File: src/rtl/mul_stream_engine.sv
// mul_stream_engine
//   Job-framed operand streamer and pipelined multiplier. A start pulse
//   latches a job of len elements. The engine issues one A/B address pair
//   per cycle to two external memories. It realigns the returned data with
//   a valid/first/last tag pipeline and multiplies through MUL_STAGES
//   register stages. Products leave with out_valid/out_first/out_last, and
//   done is asserted alongside the final beat.
//
//   Optional build macro MUL_ACCUM_EN: products are summed in an internal
//   accumulator. A single out_valid beat then carries the job total.
//
// Ports
//   clk, reset           clock, synchronous active-high reset
//   start                job request, honoured only while idle
//   len/base_a/base_b/stride_b   job descriptor, sampled with start
//   busy                 job in progress
//   rd_en/addr_a/addr_b  memory read strobe and addresses
//   rdata_a/rdata_b      memory data, MEM_LAT cycles after rd_en
//   mul_output           product (or job sum), held between beats
//   out_valid/out_first/out_last  beat qualifiers
//   done                 one-cycle job-complete pulse
module mul_stream_engine #(
   parameter int DATA_W     = 32,
   parameter int ADDR_W     = 4,
   parameter int MEM_LAT    = 1,
   parameter int MUL_STAGES = 4
) (
   input  logic                  clk,
   input  logic                  reset,
   input  logic                  start,
   input  logic [ADDR_W:0]       len,
   input  logic [ADDR_W-1:0]     base_a,
   input  logic [ADDR_W-1:0]     base_b,
   input  logic [ADDR_W-1:0]     stride_b,
   output logic                  busy,
   output logic                  rd_en,
   output logic [ADDR_W-1:0]     addr_a,
   output logic [ADDR_W-1:0]     addr_b,
   input  logic [DATA_W-1:0]     rdata_a,
   input  logic [DATA_W-1:0]     rdata_b,
   output logic [2*DATA_W-1:0]   mul_output,
   output logic                  out_valid,
   output logic                  out_first,
   output logic                  out_last,
   output logic                  done
);

   localparam int STAGES = MEM_LAT + MUL_STAGES;
   localparam int PW     = 2 * DATA_W;

   localparam logic [1:0] IDLE  = 2'd0;
   localparam logic [1:0] ISSUE = 2'd1;
   localparam logic [1:0] DRAIN = 2'd2;

   typedef struct packed {
      logic [ADDR_W:0]   len;
      logic [ADDR_W-1:0] stride_b;
   } job_t;

   logic [1:0]        state;
   job_t              job_q;
   logic [ADDR_W:0]   cnt;
   logic [ADDR_W:0]   cnt_nxt;
   logic [ADDR_W:0]   cnt_nxt2;
   logic              last_issue;
   logic              zero_done;
   logic              beat_last;

   // Bit 0 is the issue stage itself (it is rd_en); bit STAGES is the
   // multiplier output stage.
   logic [STAGES:0]   vld_pipe;
   logic [STAGES:0]   first_pipe;
   logic [STAGES:0]   last_pipe;

   logic [PW-1:0]     prod_comb;
   logic [PW-1:0]     prod_reg [MUL_STAGES];

   assign cnt_nxt    = cnt + (ADDR_W+1)'(1);
   assign cnt_nxt2   = cnt + (ADDR_W+1)'(2);
   assign last_issue = (cnt_nxt == job_q.len);
   assign beat_last  = vld_pipe[STAGES] & last_pipe[STAGES];

   assign busy  = (state != IDLE);
   assign rd_en = vld_pipe[0];
   assign done  = beat_last | zero_done;

   // ---------------------------------------------------------------
   // Control FSM, address generation and tag pipeline
   // ---------------------------------------------------------------
   always_ff @(posedge clk) begin
      if (reset) begin
         state      <= IDLE;
         job_q      <= '0;
         cnt        <= '0;
         addr_a     <= '0;
         addr_b     <= '0;
         vld_pipe   <= '0;
         first_pipe <= '0;
         last_pipe  <= '0;
         zero_done  <= 1'b0;
      end else begin
         vld_pipe[STAGES:1]   <= vld_pipe[STAGES-1:0];
         first_pipe[STAGES:1] <= first_pipe[STAGES-1:0];
         last_pipe[STAGES:1]  <= last_pipe[STAGES-1:0];
         zero_done            <= 1'b0;

         case (state)
            IDLE: begin
               if (start) begin
                  if (len != '0) begin
                     state          <= ISSUE;
                     job_q.len      <= len;
                     job_q.stride_b <= stride_b;
                     cnt            <= '0;
                     addr_a         <= base_a;
                     addr_b         <= base_b;
                     vld_pipe[0]    <= 1'b1;
                     first_pipe[0]  <= 1'b1;
                     last_pipe[0]   <= (len == (ADDR_W+1)'(1));
                  end else begin
                     // An empty job completes without touching memory.
                     zero_done <= 1'b1;
                  end
               end
            end
            ISSUE: begin
               if (last_issue) begin
                  state         <= DRAIN;
                  vld_pipe[0]   <= 1'b0;
                  first_pipe[0] <= 1'b0;
                  last_pipe[0]  <= 1'b0;
               end else begin
                  cnt           <= cnt_nxt;
                  addr_a        <= addr_a + ADDR_W'(1);
                  addr_b        <= addr_b + job_q.stride_b;
                  first_pipe[0] <= 1'b0;
                  // Tag the upcoming element if it is the final one.
                  last_pipe[0]  <= (cnt_nxt2 == job_q.len);
               end
            end
            DRAIN: begin
               if (beat_last) state <= IDLE;
            end
            default: state <= IDLE;
         endcase
      end
   end

   // ---------------------------------------------------------------
   // Multiplier pipeline. Each stage only loads when the beat entering
   // it is valid, so the final stage naturally holds between beats.
   // ---------------------------------------------------------------
   assign prod_comb = {{DATA_W{1'b0}}, rdata_a} * {{DATA_W{1'b0}}, rdata_b};

   always_ff @(posedge clk) begin
      if (reset) begin
         for (int i = 0; i < MUL_STAGES; i++) prod_reg[i] <= '0;
      end else begin
         if (vld_pipe[MEM_LAT]) prod_reg[0] <= prod_comb;
         for (int i = 1; i < MUL_STAGES; i++) begin
            if (vld_pipe[MEM_LAT+i]) prod_reg[i] <= prod_reg[i-1];
         end
      end
   end

`ifdef MUL_ACCUM_EN
   // ---------------------------------------------------------------
   // Accumulating output: the running sum is added combinationally to the
   // product at the output stage, so the total appears in the same cycle
   // the last product would have. A separate register holds the reported
   // sum between jobs, and intermediate partial sums stay internal.
   // ---------------------------------------------------------------
   logic [PW-1:0] acc;
   logic [PW-1:0] acc_sum;
   logic [PW-1:0] res_hold;

   // The first beat restarts from zero. This also guards against any stale
   // value if a job starts immediately after the previous one.
   assign acc_sum = (first_pipe[STAGES] ? '0 : acc) + prod_reg[MUL_STAGES-1];

   always_ff @(posedge clk) begin
      if (reset) begin
         acc      <= '0;
         res_hold <= '0;
      end else begin
         if (state == IDLE && start)  acc <= '0;
         else if (vld_pipe[STAGES])   acc <= acc_sum;
         if (beat_last)               res_hold <= acc_sum;
      end
   end

   assign out_valid  = beat_last;
   assign out_first  = beat_last;
   assign out_last   = beat_last;
   assign mul_output = beat_last ? acc_sum : res_hold;
`else
   assign out_valid  = vld_pipe[STAGES];
   assign out_first  = vld_pipe[STAGES] & first_pipe[STAGES];
   assign out_last   = beat_last;
   assign mul_output = prod_reg[MUL_STAGES-1];
`endif

endmodule

File: config.mk
export PLATFORM = sky130hd
export DESIGN_NAME = mul_stream_engine
export DESIGN_NICKNAME = d
export VERILOG_FILES = /design/src/rtl/mul_stream_engine.sv
export SDC_FILE = /design/constraint.sdc
export NUM_CORES = 2
export LEC_CHECK = 0
export BUFFER_PORTS_ARGS = -buffer_cell sky130_fd_sc_hd__buf_2
export CORE_MARGIN = 5
export CORE_UTILIZATION = 35
export CTS_CLUSTER_DIAMETER = 120
export CTS_CLUSTER_SIZE = 14
export DETAILED_ROUTE_END_ITERATION = 7
export GPL_ROUTABILITY_DRIVEN = 0
export GPL_TIMING_DRIVEN = 0
export HOLD_SLACK_MARGIN = 0.1
export PLACE_DENSITY = 0.51
export SLEW_MARGIN = 20
export SYNTH_ARGS = -nofsm -noshare
export SYNTH_HDL_FRONTEND = slang
export SYNTH_SLANG_ARGS = --single-unit
File: constraint.sdc
create_clock -name clk -period 17.35 [get_ports clk]
set_input_delay 5.205 -clock clk [delete_from_list [all_inputs] [get_ports clk]]
set_output_delay 5.205 -clock clk [all_outputs]
set_load 0.1 [all_outputs]
---- After elaboration in Yosys (flattened, before gate mapping) ----
Memories as Yosys holds them, arrays and structs flattened.
Index checks and enable logic that the tools add are counted.
storage, ports and cells
  bits in registers ....................... 43
  bits in latches ......................... 0
  RAM bits ................................ 256
  ROM bits ................................ 0
  bits of input ports ..................... 84
  output and inout port bits .............. 78
  word-level logic and storage cells ...... 93
  memories ................................ 1
memories
  name      words  width  read ports  clocked after memory_dff  write ports  line  source
  prod_reg  4      64     4           0                         4            76    logic [PW-1:0] prod_reg [MUL_STAGES];
cells by class
  add/subtract/negate cells ............... 4
  multiply operators ...................... 1
  divide/modulo/power cells ............... 0
  $lt $le $gt $ge ......................... 0
  equality and inequality tests ........... 10
  shift operators ......................... 0
  mux-type cells .......................... 45
  bitwise logic cells ..................... 9
  reductions and logical operators ........ 10
operator list
  kind                                                                    number
  64-bit two-way mux                                                      4
  32-bit by 32-bit multiplier with 64-bit output                          1
  4-bit two-way mux                                                       6
  1-bit two-way mux                                                       21
  4-bit one-hot mux with 2 select lines                                   2
  5-bit two-way mux                                                       3
  4-bit AND reduction                                                     3
  5-bit equality test                                                     2
  2-bit inequality test (second input constant)                           5
  5-bit one-hot mux with 2 select lines                                   1
  2-bit two-way mux                                                       4
  1-bit one-hot mux with 2 select lines                                   3
  2-bit one-hot mux with 3 select lines                                   1
  3-bit AND reduction                                                     2
  5-bit by 1-bit adder with 5-bit output (second input constant)          1
  5-bit by 2-bit adder with 5-bit output (second input constant)          1
  5-bit by 1-bit equality test with 1-bit output (second input constant)  1
  1-bit bitwise OR                                                        5
  5-bit nonzero test                                                      1
  4-bit by 1-bit adder with 4-bit output (second input constant)          1
  4-bit adder                                                             1
  2-bit nonzero test                                                      2
  3-bit OR reduction                                                      1
  1-bit bitwise AND                                                       2
  other kinds (4)                                                         5

---- Logic depth before layout (Yosys ltp) ----
  depth in word-level cells ............... 4
  depth in mapped cells ................... 30
  depth with buffers taken out ............ 28

---- Worst setup path after synthesis ----
OpenSTA, ideal clock, no wires.
  kind .................................... input port to flip-flop
  start ................................... input port rdata_b[5]
  end ..................................... memory prod_reg[0][59] (netlist bit), data pin
  setup time .............................. 260 ps
  data arrival time ....................... 11936 ps
  data required time ...................... 17090 ps
  slack ................................... 5154 ps
  cell stages on the path ................. 28
  path buffers ............................ 2
  cell sequence ........................... clkbuf_1 -> and2_1 -> fa_1 -> fa_1 -> fa_1 -> inv_1 -> fa_1 -> inv_1 -> fa_1 -> inv_1 -> fa_1 -> inv_1 -> fa_1 -> inv_1 -> fa_1 -> inv_1 -> ha_1 -> buf_2 -> a21oi_1 -> o21a_1 -> or4_1 -> nand3_2 -> o21ai_2 -> a2111oi_4 -> o21ai_2 -> a211oi_2 -> a21oi_1 -> mux2i_1
RTL lines
  what                line  source
  start: declaration  40    input logic [DATA_W-1:0] rdata_b,
  end: declaration    76

==> impl_results.rst <==
.. list-table::
   :header-rows: 1

   * - Metric
     - Value
   * - Most common library cell in the layout ignoring fill and taps
     - sky130_fd_sc_hd__fa_1
   * - Number of sinks on the clock net
     - 299
   * - Number of max-slew violations in the final report
     - 0
   * - Effective utilization at floorplan
     - 35.1%
   * - Post-layout min period
     - 13.48 ns
   * - Later-pin clock latency in the skew report
     - 0.53 ns
   * - Max FFs per register
     - 256
   * - Mapped cell area
     - 0.0446 sq mm
   * - Max-slew headroom at the worst pin
     - 9.29%
   * - Bufs on Longest Clock Path
     - 3
   * - Post-route antenna net violation count
     - 0
   * - Worst setup skew after layout
     - around 0.01 ns
   * - Count of flip-flops with a built-in enable after synthesis
     - 256
   * - Maximum fanout encountered on the critical timing path
     - 10
   * - Area growth, synth to finish
     - 8.28%
   * - Total overflow reported by the global router
     - 0
   * - Area of the core region
     - 0.127 sq mm
   * - Die footprint
     - around 0.13 sq mm
   * - Final Cycle Share
     - 77.7%
   * - Number of global-route vias before repair
     - ~33000
   * - Setup crit end kind
     - flop
   * - Hold-fix buffer count after cts
     - 0
   * - First-pass iteration count of the detailed router
     - 5
   * - Mean routed wirelength per cell
     - around 24 um
   * - Die boundary height
     - 367 um
   * - DRC violations left
     - 0
   * - Data required time of the critical path
     - 17.61 ns
   * - Ports placed on the boundary
     - ~160
   * - Total Routing Usage GR
     - 22.4%
   * - Clock tree root driver cell
     - sky130_fd_sc_hd__clkbuf_16
   * - Number of nets in the synthesized netlist
     - 5733
   * - Run status
     - completed
   * - Synthesis warning total
     - 0
   * - Mean instance size in the synthesized netlist
     - 9.94 sq um
   * - Chip Width
     - ~370 um
   * - Wire length of the first global-routing pass
     - approximately 220 mm
   * - Fmax achieved
     - between 0.07 and 0.08 GHz
   * - Crit start category
     - input port
   * - Number of setup violations in the final report
     - 0
   * - Share of flip-flops with an asynchronous set or reset
     - 0%
   * - Setup Crit Path Kind
     - in2reg
   * - Area of placed instances
     - roughly 0.048 sq mm
   * - Count of vias placed by the detailed router
     - 31100
   * - Share of the core filled with cells
     - 38.0%
   * - Pin count of the biggest net entering global routing
     - 65
   * - Number of buffers added by the clock tree synthesis step
     - 25
   * - Count of input and output buffers
     - 161
   * - Initial drt markers
     - 2578
   * - Post-CTS repair timing setup buffer count
     - 0
   * - Number of antenna violations at the first check in global routing
     - 20
   * - Filler cell count
     - 12900
   * - Max capacitance violation total
     - 0
   * - Final hold vios
     - 0
   * - Deepest level of the CTS H-tree
     - 1
   * - Aggregate negative setup slack
     - 0 ns
   * - Share of post-route cells with drive strength above 1
     - approximately 5.1%
   * - Post-cts repair resize count
     - 0
   * - Synth Instances
     - 4483
   * - HPWL after detailed placement
     - 125 mm
   * - Most frequent cells in the layout
     - 897 x sky130_fd_sc_hd__fa_1, 895 x sky130_fd_sc_hd__inv_1, 786 x sky130_fd_sc_hd__and2_1
   * - Number of distinct library cells after synthesis
     - 69
   * - Via count normalized by instance count
     - 4.89
   * - Number of flip-flops and latches in the synthesized netlist
     - about 300
   * - Final Routed Wirelength
     - 151 mm
   * - # rows
     - ~130
   * - Final Net Count
     - 5924
   * - Type of the worst min-delay path
     - reg2reg
   * - Fin area
     - 0.0483 sq mm
   * - Clock tree from TritonCTS
     - yes
   * - Worst-margin pin slew
     - 1.36 ns
   * - Clock transition at the registers of the reported paths
     - 0.06 ns
   * - Unrepaired setup endpoints after global routing
     - false
   * - Flip-flop cell with the highest count after synthesis
     - sky130_fd_sc_hd__edfxtp_1
   * - Seq/Total Area, Yosys
     - 19.2%
   * - CP Data Arrival Time
     - 13.75 ns
==> per-layer routing <==
metal / wire length [um] / share of wire, % / up-vias / global-route usage (%)
met5: 184 / 0.12 / - / 0.855
met4: 4940 / 3.3 / 6 / 5.91
met3: 16800 / 11 / 246 / 6.99
met2: 64500 / 43 / 1373 / 34.3
met1: 64400 / 43 / 15700 / 31.0
li1: - / - / 13800 / -
==> synth_stat cells, types with 9 or more instances <==
| cell type | instances | area [sq um] |
|---|---|---|
| sky130_fd_sc_hd__a21o_1 | 35 | 263 |
| sky130_fd_sc_hd__o31ai_1 | 9 | 67.6 |
| sky130_fd_sc_hd__a21oi_1 | 101 | 505 |
| sky130_fd_sc_hd__o21ai_0 | 36 | 180 |
| sky130_fd_sc_hd__fa_1 | 897 | 18000 |
| sky130_fd_sc_hd__ha_1 | 269 | 3370 |
| sky130_fd_sc_hd__dfxtp_1 | 43 | 861 |
| sky130_fd_sc_hd__buf_2 | 11 | 55.1 |
| sky130_fd_sc_hd__xor2_1 | 20 | 175 |
| sky130_fd_sc_hd__xnor2_1 | 36 | 315 |
| sky130_fd_sc_hd__and3_1 | 9 | 56.3 |
| sky130_fd_sc_hd__and2_1 | 786 | 4920 |
| sky130_fd_sc_hd__a211oi_1 | 12 | 90.1 |
| sky130_fd_sc_hd__nor3_1 | 25 | 125 |
| sky130_fd_sc_hd__nand2_1 | 511 | 1920 |
| sky130_fd_sc_hd__o21bai_1 | 18 | 135 |
| sky130_fd_sc_hd__nor2_1 | 96 | 360 |
| sky130_fd_sc_hd__clkbuf_1 | 237 | 890 |
| sky130_fd_sc_hd__nand3_1 | 34 | 170 |
| sky130_fd_sc_hd__edfxtp_1 | 256 | 7690 |
| sky130_fd_sc_hd__nor2b_1 | 19 | 119 |
| sky130_fd_sc_hd__inv_1 | 895 | 3360 |
| sky130_fd_sc_hd__nand4_1 | 20 | 125 |
| sky130_fd_sc_hd__a31oi_1 | 9 | 56.3 |
==> stage by stage <==
step / cells / hold WS [ns] / worst slack (ns)
2_1_floorplan: 4483 / 0.414 / 5.15
3_3_place_gp: 6306 / 0.422 / 3.45
3_5_place_dp: 6308 / 0.421 / 3.48
4_1_cts: 6353 / 0.435 / 4.04
5_1_grt: 6355 / 0.455 / 3.58
6_report: 6361 / 0.434 / 3.87
==> final cells by class <==
type,count,area (sq um),share of cell area [%]
antenna,7,17.5,0.0363
buffer,259,1020,2.11
clock buffer,44,697,1.44
clock inverter,1,11.3,0.0233
inverter,896,3360,6.97
multi-input combinational,3029,31700,65.6
sequential,299,8550,17.7
tap,1662,2080,4.31
timing repair buffer,164,865,1.79
==> critical path: stages <==
cell and delay [ns]:
sky130_fd_sc_hd__buf_2 0.18, sky130_fd_sc_hd__clkbuf_1 0.85, sky130_fd_sc_hd__and2_1 0.27, sky130_fd_sc_hd__fa_1 0.44, sky130_fd_sc_hd__fa_1 0.49, sky130_fd_sc_hd__fa_1 0.54, sky130_fd_sc_hd__inv_1 0.06, sky130_fd_sc_hd__fa_1 0.47
sky130_fd_sc_hd__inv_1 0.05, sky130_fd_sc_hd__fa_1 0.50, sky130_fd_sc_hd__fa_1 0.51, sky130_fd_sc_hd__fa_1 0.50, sky130_fd_sc_hd__inv_1 0.05, sky130_fd_sc_hd__fa_1 0.63, sky130_fd_sc_hd__inv_1 0.07, sky130_fd_sc_hd__ha_1 0.26
sky130_fd_sc_hd__buf_2 0.17, sky130_fd_sc_hd__and4_1 0.23, sky130_fd_sc_hd__nand3_1 0.14, sky130_fd_sc_hd__nor3_1 0.08, sky130_fd_sc_hd__a211oi_1 0.44, sky130_fd_sc_hd__a31oi_1 0.30, sky130_fd_sc_hd__o31ai_2 0.48, sky130_fd_sc_hd__o21ai_2 0.18
sky130_fd_sc_hd__a2111oi_0 0.52, sky130_fd_sc_hd__nor2_1 0.10
==> worst paths after layout <==
check	startpoint	to	slack, ns	depth (start not counted)
max	rdata_a[16]	prod_reg[0][54]	3.87	26
min	last_pipe[4]	last_pipe[5]	0.43	1
max reg2reg	cnt[1]	addr_a[3]	14.34	12
min reg2reg	last_pipe[4]	last_pipe[5]	0.43	1
==> logic make-up (layout without fill, tap and decap cells) <==
family | Yosys count | count (layout) | share of synthesized area [%]
other | 0 | 7 | 0
flip-flops | 299 | 299 | 19.2
multiplexers | 6 | 6 | 0.135
buffers and inverters | 1155 | 1364 | 9.81
AO/OA/AOI/OAI | 267 | 267 | 3.88
AND/OR/NAND/NOR | 1534 | 1534 | 18.0
adder cells (fa/ha/maj) | 1166 | 1166 | 47.8
XOR/XNOR | 56 | 56 | 1.10
Power is not shown: default switching activity piles up to over one toggle a cycle in this logic, so the estimate is an artifact.
